[src/rtl/stream_frame_gen.sv]
// Framed K-symbol test-stream generator: SOF, length, payload (RAM/counter/PRBS7/zero), EOF, idle gap.
// Output byte is registered and held under back-pressure; the FSM only advances on an accepted transfer.
module stream_frame_gen #(
    parameter int         PAT_DEPTH = 32,
    parameter logic [6:0] PRBS_SEED = 7'h7F,
    localparam int        PAW       = $clog2(PAT_DEPTH)
) (
    input  logic            clk_i,
    input  logic            rst_i,
    input  logic            start_i,
    input  logic            stop_i,
    input  logic [1:0]      mode_i,
    input  logic [7:0]      payload_len_i,
    input  logic [7:0]      gap_len_i,
    input  logic [15:0]     frame_cnt_i,
    input  logic            pat_we_i,
    input  logic [PAW-1:0]  pat_waddr_i,
    input  logic [7:0]      pat_wdata_i,
    input  logic            tx_ready_i,
    output logic            tx_valid_o,
    output logic [7:0]      tx_data_o,
    output logic            tx_isk_o,
    output logic            busy_o,
    output logic            done_o,
    output logic [15:0]     frames_sent_o
);
    // state   | meaning
    // S_IDLE  | no run, tx_valid low
    // S_SOF   | presenting K28.2
    // S_LEN   | presenting payload length byte
    // S_PAY   | presenting payload bytes
    // S_EOF   | presenting K28.1
    // S_GAP   | presenting K28.5 idle fill
    localparam logic [2:0] S_IDLE = 3'd0, S_SOF = 3'd1, S_LEN = 3'd2,
                           S_PAY  = 3'd3, S_EOF = 3'd4, S_GAP = 3'd5;
    localparam logic [7:0] K_SOF = 8'h5C, K_EOF = 8'h3C, K_IDL = 8'hBC;
    localparam logic [PAW-1:0] PTR_ONE = 1;

    logic [7:0]     pat_mem [PAT_DEPTH];
    logic [2:0]     state_q, state_d;
    logic           valid_q, valid_d, isk_q, isk_d, done_q, done_d, stop_q, stop_d;
    logic [7:0]     data_q, data_d, len_q, len_d, gap_q, gap_d, cnt_q, cnt_d, ctr_q, ctr_d;
    logic [1:0]     mode_q, mode_d;
    logic [15:0]    fcnt_q, fcnt_d, fs_q, fs_d, fs_end;
    logic [PAW-1:0] ptr_q, ptr_d;
    logic [6:0]     lfsr_q, lfsr_d;
    logic [14:0]    prbs_res;
    logic [7:0]     pay_byte;
    logic           xfer, emit_pay, emit_eof, frame_end;

    // Eight LFSR steps per byte; the first generated bit lands in the MSB.
    function automatic logic [14:0] prbs8(input logic [6:0] s_in);
        logic [6:0] s;
        logic [7:0] b;
        logic       fb;
        s = s_in;
        b = '0;
        for (int i = 0; i < 8; i++) begin
            fb = s[6] ^ s[5];
            s  = {s[5:0], fb};
            b  = {b[6:0], fb};
        end
        return {b, s};
    endfunction

    always_ff @(posedge clk_i) begin
        if (pat_we_i) pat_mem[pat_waddr_i] <= pat_wdata_i;
    end

    always_comb begin
        prbs_res = prbs8(lfsr_q);
        case (mode_q)
            2'd0:    pay_byte = pat_mem[ptr_q];
            2'd1:    pay_byte = ctr_q;
            2'd2:    pay_byte = prbs_res[14:7];
            default: pay_byte = 8'h00;
        endcase
    end

    always_comb begin
        state_d = state_q; valid_d = valid_q; data_d = data_q; isk_d = isk_q;
        done_d  = 1'b0;    stop_d  = stop_q;  mode_d = mode_q; len_d = len_q;
        gap_d   = gap_q;   fcnt_d  = fcnt_q;  cnt_d  = cnt_q;  fs_d  = fs_q;
        ptr_d   = ptr_q;   ctr_d   = ctr_q;   lfsr_d = lfsr_q;
        emit_pay = 1'b0; emit_eof = 1'b0; frame_end = 1'b0; fs_end = fs_q;
        xfer = valid_q && tx_ready_i;

        if (state_q == S_IDLE) begin
            if (start_i) begin
                mode_d = mode_i; len_d = payload_len_i; gap_d = gap_len_i; fcnt_d = frame_cnt_i;
                fs_d = '0; ptr_d = '0; ctr_d = '0; lfsr_d = PRBS_SEED;
                stop_d  = stop_i;
                state_d = S_SOF; valid_d = 1'b1; data_d = K_SOF; isk_d = 1'b1;
            end
        end else begin
            if (stop_i) stop_d = 1'b1;
            if (xfer) begin
                case (state_q)
                    S_SOF: begin
                        state_d = S_LEN; data_d = len_q; isk_d = 1'b0;
                    end
                    S_LEN: begin
                        if (len_q != 8'd0) begin
                            emit_pay = 1'b1;
                            cnt_d    = len_q - 8'd1;
                        end else begin
                            emit_eof = 1'b1;
                        end
                    end
                    S_PAY: begin
                        if (cnt_q == 8'd0) emit_eof = 1'b1;
                        else begin
                            emit_pay = 1'b1;
                            cnt_d    = cnt_q - 8'd1;
                        end
                    end
                    S_EOF: begin
                        fs_d   = fs_q + 16'd1;
                        fs_end = fs_q + 16'd1;
                        if (gap_q != 8'd0) begin
                            state_d = S_GAP; data_d = K_IDL; isk_d = 1'b1;
                            cnt_d   = gap_q - 8'd1;
                        end else begin
                            frame_end = 1'b1;
                        end
                    end
                    S_GAP: begin
                        if (cnt_q == 8'd0) frame_end = 1'b1;
                        else cnt_d = cnt_q - 8'd1;
                    end
                    default: state_d = S_IDLE;
                endcase
            end
        end

        if (emit_pay) begin
            state_d = S_PAY; data_d = pay_byte; isk_d = 1'b0;
            case (mode_q)
                2'd0:    ptr_d  = ptr_q + PTR_ONE;
                2'd1:    ctr_d  = ctr_q + 8'd1;
                2'd2:    lfsr_d = prbs_res[6:0];
                default: ;
            endcase
        end
        if (emit_eof) begin
            state_d = S_EOF; data_d = K_EOF; isk_d = 1'b1;
        end
        // Stop seen on this very cycle still counts toward ending after the current frame.
        if (frame_end) begin
            if (stop_q || stop_i || ((fcnt_q != 16'd0) && (fs_end == fcnt_q))) begin
                state_d = S_IDLE; valid_d = 1'b0; data_d = 8'h00; isk_d = 1'b0;
                done_d  = 1'b1;   stop_d  = 1'b0;
            end else begin
                state_d = S_SOF; data_d = K_SOF; isk_d = 1'b1;
            end
        end
    end

    always_ff @(posedge clk_i) begin
        if (rst_i) begin
            state_q <= S_IDLE; valid_q <= 1'b0; data_q <= 8'h00; isk_q <= 1'b0;
            done_q  <= 1'b0;   stop_q  <= 1'b0; mode_q <= 2'd0;  len_q <= 8'h00;
            gap_q   <= 8'h00;  fcnt_q  <= '0;   cnt_q  <= 8'h00; fs_q  <= '0;
            ptr_q   <= '0;     ctr_q   <= 8'h00; lfsr_q <= PRBS_SEED;
        end else begin
            state_q <= state_d; valid_q <= valid_d; data_q <= data_d; isk_q <= isk_d;
            done_q  <= done_d;  stop_q  <= stop_d;  mode_q <= mode_d; len_q <= len_d;
            gap_q   <= gap_d;   fcnt_q  <= fcnt_d;  cnt_q  <= cnt_d;  fs_q  <= fs_d;
            ptr_q   <= ptr_d;   ctr_q   <= ctr_d;   lfsr_q <= lfsr_d;
        end
    end

    assign tx_valid_o    = valid_q;
    assign tx_data_o     = data_q;
    assign tx_isk_o      = isk_q;
    assign busy_o        = (state_q != S_IDLE);
    assign done_o        = done_q;
    assign frames_sent_o = fs_q;
endmodule

[config.mk]
export PLATFORM = sky130hd
export DESIGN_NAME = stream_frame_gen
export DESIGN_NICKNAME = d
export VERILOG_FILES = /design/src/rtl/stream_frame_gen.sv
export SDC_FILE = /design/constraint.sdc
export NUM_CORES = 1
export LEC_CHECK = 0
export ABC_AREA = 1
export BUFFER_PORTS_ARGS = -buffer_cell sky130_fd_sc_hd__buf_2
export CAP_MARGIN = 10
export CORE_MARGIN = 2
export CORE_UTILIZATION = 55
export DETAILED_ROUTE_END_ITERATION = 6
export PLACE_DENSITY_LB_ADDON = 0.1
export RECOVER_POWER = 50
export SLEW_MARGIN = 20
export SYNTH_ARGS = -nofsm -noshare
export SYNTH_HDL_FRONTEND = slang
export SYNTH_SLANG_ARGS = --single-unit
[constraint.sdc]
create_clock -name clk_i -period 2.2 [get_ports clk_i]
set_input_delay 0.11 -clock clk_i [delete_from_list [all_inputs] [get_ports clk_i]]
set_output_delay 0.11 -clock clk_i [all_outputs]
set_load 0.1 [all_outputs]
* Word-level counts from Yosys, hierarchy flattened
Memory sizes are Yosys's and may differ from the RTL's. A register that Yosys moved wholly into a read port is not among the register bits.
Index checks and enable logic that the tools add are counted.
** Word-level totals
- Register bits :: 93
- Bits in writable memories :: 256
- Output and inout port bits :: 28
- Memories kept :: 1
** Memories
- pat_mem :: words 32, bits a word 8, read ports 1, clocked after Yosys merged registers in 1, write ports 1, RTL line 39 : logic [7:0] pat_mem [PAT_DEPTH];
** Operators by class
- Add/sub/neg operators :: 6
- Eq/ne operators :: 15
- Multiplexer cells :: 76
- Bitwise logic cells :: 10
- Reduce and logical (&&, ||, !) cells :: 21
** Operators by type and width (number)
- 8-bit two-way mux :: 14
- 16-bit two-way mux :: 5
- 8-bit one-hot mux with 3 select lines :: 2
- 7-bit two-way mux :: 5
- 1-bit two-way mux :: 32
- 5-bit two-way mux :: 5
- 8-bit by 1-bit subtractor with 8-bit output, second input constant :: 3
- 3-bit two-way mux :: 7
- 16-bit by 1-bit adder with 16-bit output, second input constant :: 1
- 16-bit == test :: 1
- 8-bit one-hot mux with 2 select lines :: 1
- 16-bit nonzero test :: 1
- 8-bit nonzero test :: 2
- 3-bit one-hot mux with 3 select lines :: 1
- 8-bit by 1-bit adder with 8-bit output, second input constant :: 1
- 8-bit zero test :: 1
- 2-bit inequality test, second input constant :: 4
- 1-bit one-hot mux with 2 select lines :: 4
- 4-bit AND reduction :: 2
- 1-bit bitwise XOR :: 8
- 3-bit by 2-bit == test with 1-bit output, second input constant :: 2
- 3-bit == test, second input constant :: 2
- 6-bit inequality test, second input constant :: 1
- 6-bit AND reduction :: 1
- 17 further kinds :: 22

* Logic depth before layout (Yosys ltp)
- Depth after elaboration :: 9
- Mapped depth :: 21
- Depth with buffers taken out :: 20

* Worst setup path before layout
Ideal clock, no wire load.
- Path kind :: flip-flop to flip-flop
- From :: register fs_q[0] (netlist: frames_sent_o[0])
- To :: register isk_q (netlist: tx_isk_o)
- Arrival time :: 2695 ps
- Data required time :: 2068 ps
- Slack :: -627 ps
- Cell stages (with the launch flop) :: 22
- Buffers on the path :: 1
- Clock period less this slack :: 2827 ps
- Path through :: dfxtp_1 -> ha_1 -> buf_2 -> nand2_1 -> nor2_1 -> nand2_1 -> nand2_1 -> nand2_1 -> nand2_1 -> nand2_1 -> nand2_1 -> nand2_1 -> nand2_1 -> nand3_1 -> nor2_1 -> nand2_1 -> nor2_1 -> nand2_1 -> nand2_1 -> nand2_2 -> nand3_1 -> a21oi_1
** Between the ends
- Word-level cells in the longest chain between the ends :: 9
** Ends and longest elaborated chain
- from (decl) :: RTL line 44 : logic [15:0] fcnt_q, fcnt_d, fs_q, fs_d, fs_end;
- from (signal assigned) :: RTL line 168 : gap_q <= gap_d; fcnt_q <= fcnt_d; cnt_q <= cnt_d; fs_q <= fs_d;
- 16-bit by 1-bit adder with 16-bit output :: RTL line 119 : fs_end = fs_q + 16'd1;
- 16-bit two-way mux (2 in a row)
- 16-bit two-way mux * :: RTL line 88 : if (state_q == S_IDLE) begin
- 16-bit == test * :: RTL line 150 : if (stop_q || stop_i || ((fcnt_q != 16'd0) && (fs_end == fcnt_q))) begin
- 1-bit logical AND * :: RTL line 150
- 1-bit logical OR * :: RTL line 150
- 1-bit two-way mux * :: RTL line 150
- 1-bit two-way mux * :: RTL line 149 : if (frame_end) begin
- to (signal assigned) :: RTL line 166 : state_q <= state_d; valid_q <= valid_d; data_q <= data_d; isk_q <= isk_d;
- to (decl) :: RTL line 41 : logic valid_q, valid_d, isk_q, isk_d, done_q, done_d, stop_q, stop_d;
Mark *: on every way between the ends. The rest lies on a longest branch, timed or not.
A chain may end at the register's enable or synchronous reset.

* Worst setup path after layout
- From :: register state_q[0]
- To :: register data_q[2] (netlist: tx_data_o[2])
** Between the ends
- Word-level cells in the longest chain between the ends :: 9
** Ends and longest elaborated chain
- from (decl) :: RTL line 40 : logic [2:0] state_q, state_d;
- from (signal assigned) :: RTL line 166
- 3-bit == test :: RTL line 98 : case (state_q)
- 16-bit two-way mux (2 in a row)
- 16-bit two-way mux :: RTL line 88
- 16-bit == test :: RTL line 150
- 1-bit logical AND :: RTL line 150
- 1-bit logical OR :: RTL line 150
- 7-bit two-way mux :: RTL line 150
- 8-bit two-way mux :: RTL line 149
- to (signal assigned) :: RTL line 166
- to (decl) :: RTL line 42 : logic [7:0] data_q, data_d, len_q, len_d, gap_q, gap_d, cnt_q, cnt_d, ctr_q, ctr_d;
Several ways; a longest one is shown, not always the timed one. The select of a mux whose other input is x is not followed.

==> run metrics <==
status complete, but fails checks; failing checks max-capacitance violations, max-slew violations; Final Hold Vio Count 0; Worst Tran Pin Value 1.64 ns; # nets final 1830; # IOs 81; Total Routed Length 40600 um; Syn Nets 1653; setup total negative slack 0 ns; Placed Area 0.0169 sq mm; Starting Density 55.7%; CP Cell Sequence nor2_2 -> nand2_2 -> buf_12 -> xor2_1 -> nand2_1 -> nand3_1 -> nand4_1 -> nor2_1 -> nand3_1 -> nor2_1 -> nand2_2 -> nand2_2 -> nand2_4 -> nand3_1 -> a21oi_1; Util after Layout 67.6%; total power 17.8 mW; number of synthesized flops with an enable pin 256; DP Cell Count 2071; first-pass GRT wire length 62900 um; Placer Congestion 0.928; CTS H-Tree Depth 2; Total GRT Usage 27.5%; post-DR vias/cell 5.75; 1st-pass router iterations 5; overall via count from detail_route 12500; clk sinks 349; Rows 61; Die ar. 0.0295 sq mm; Syn Area/Cell 9.70 sq um; Ant. Diodes 0; synth unique cells 45; Peak VDD IR 0.856 mV; Crit path buffers/inverters 1; Final Cell Area 0.0188 sq mm; critical path class register to register; most frequent cells in the layout 256 x edfxtp_1, 248 x nand2_1, 205 x nor2_1; DR DRC count 0; Setup crit start kind register; Pleak 6.93 nW; flops & latches, synth 349; initial antenna violation count 0; CTS clk-pin slew, worst paths 0.06 ns; Worst Skew 0.0100 ns; commonest non-fill, non-tap cell in the layout edfxtp_1; relative slew slack -9.23%; Seq/Total Area, Yosys 61.7%; Largest delay share family, worst path simple AND/OR/NAND/NOR gates; width of the die 172 um; Finish-stage setup viols 0; layout cells sized above 1 17.6%; Hold Slack 0.0288 ns; gr ovfl total 0; CP arrival 2.56 ns; WL/cell 18.6 um; maximum fanout along the worst path 13; max-cap viol count 6; CTS buffer count 38; RSZ-0062 raised after global routing yes; CP peak stage delay 0.35 ns; Final Slew Violations 132; Filler cells 2197; Tcrit/Tclk final 98.2%; Starting DRT DRC Count 1009; pre-CTS setup slack -0.0218 ns; ys flop type edfxtp_1; die span in y 172 um; CTS Buffer Depth 3; Port-buffer cells 80; Synth async-reset ratio 0%; crit path capture type register; Final min period 2.16 ns; Req. time, crit path 2.60 ns; Cells after Synth 1596; maximum clock frequency 463 MHz; largest net degree at the start of global routing 43; vias in the first global route 11900; Post-DP HPWL 26400 um; P per Cell Area 949 mW/mm^2; final non-filler cell total 2181; Slowest-stage cell, CP dfxtp_2; min-delay worst type primary input to register; Post-Syn Area 0.0155 sq mm; Antenna Nets Post-Route 0; worst skew pair latency 0.53 ns; worst setup margin 0.0394 ns; core area 0.0278 sq mm; Syn-to-layout area delta 21.2%; root buffer cell clkbuf_16; Synth Warn # 0; CTS tree done
tightest hold or removal path: stages:
cell	delay, ns
buf_2	0.12
nor2_4	0.11
inv_1	0.06
nand2_1	0.06
a211oi_1	0.06
synthesized netlist by cell type, types with 3 or more instances:
library cell | number | share of area [%]
xor2_1 | 8 | 0.45
inv_2 | 12 | 0.29
edfxtp_1 | 256 | 50
nand2_2 | 7 | 0.28
o22ai_1 | 42 | 1.7
o21ai_0 | 190 | 6.1
buf_2 | 26 | 0.84
xnor2_1 | 3 | 0.17
o221ai_1 | 27 | 1.5
nand3b_1 | 4 | 0.19
nor2_2 | 11 | 0.44
o21ai_1 | 7 | 0.23
dfxtp_1 | 93 | 12
a211oi_1 | 6 | 0.29
nor3_1 | 6 | 0.19
buf_1 | 3 | 0.073
nor2_1 | 215 | 5.2
clkbuf_1 | 46 | 1.1
o211ai_1 | 14 | 0.68
nand3_1 | 103 | 3.3
or2_2 | 4 | 0.16
nand2_1 | 256 | 6.2
a21oi_1 | 88 | 2.8
a21oi_2 | 3 | 0.17
clkinv_1 | 6 | 0.15
nor4_1 | 5 | 0.20
ha_1 | 4 | 0.32
inv_1 | 97 | 2.4
nand4_1 | 34 | 1.4
buf_4 | 5 | 0.24
area by class of cell:
class	count	area (sq um)	share of cell area (%)
Multi-Input combinational cell	1051	5310	28.3
Inverter	115	439	2.34
Clock inverter	25	335	1.79
Timing Repair Buffer	218	1640	8.74
Clock buffer	45	977	5.21
Sequential cell	349	9600	51.1
Tap cell	378	473	2.52
sequential cells by signal (all words and copies together) (netlist names), 2 cells and up:
signal         count
cnt_q              8
frames_sent_o     16
gap_q              8
tx_data_o          8
ptr_q              5
lfsr_q             7
mode_q             2
len_q              8
ctr_q              8
pat_mem          256
fcnt_q            16
state_q            3
timing repair:
item,in CTS,in global routing
pin swaps,0,22
hold buffers,34,0
gates resized for setup,3,50
gates cloned,0,0
buffers inserted,0,6
hold endpoints to repair,36,0
setup endpoints to repair,3,18
worst paths after layout:
check	from	endpoint	slack (ns)	cells past startpoint
setup / recovery	state_q[0]$_SDFFE_PP0P_	tx_data_o[2]$_SDFFE_PP0P_	0.04	15
hold / removal	start_i	stop_q$_SDFF_PP0_	0.03	5
setup reg to reg	state_q[0]$_SDFFE_PP0P_	tx_data_o[2]$_SDFFE_PP0P_	0.04	15
hold reg to reg	tx_data_o[1]$_SDFFE_PP0P_	tx_data_o[1]$_SDFFE_PP0P_	0.47	2
cells by family (layout without fill, tap and decap cells):
logic type	Yosys count	count (layout)	share of synthesized area, %
adders and majority gates	4	4	0.323
xor gates and xnor gates	11	11	0.622
DFF	349	349	61.7
buffers and inverters	196	403	5.09
and+or+nand+nor	649	649	17.9
AOI/OAI and AO/OA	387	387	14.4
routing by layer:
layer / track usage, % / up-vias / share of wire (%)
met5: 0.348 / - / 0
li1: - / 5999 / -
met3: 3.77 / 93 / 6.5
met2: 47.1 / 477 / 49
met4: 9.83 / 0 / 3.2
met1: 35.9 / 5967 / 42
where the power goes:
part	total (mW)	switching, mW	leakage, nW	internal (mW)
combinational	3.54	2.49	3.21	1.05
clock	6.65	2.61	0.635	4.04
sequential	7.63	0.238	3.08	7.39
total	17.8	5.34	6.93	12.5
Note: power is estimated with default switching activity, not from simulation.
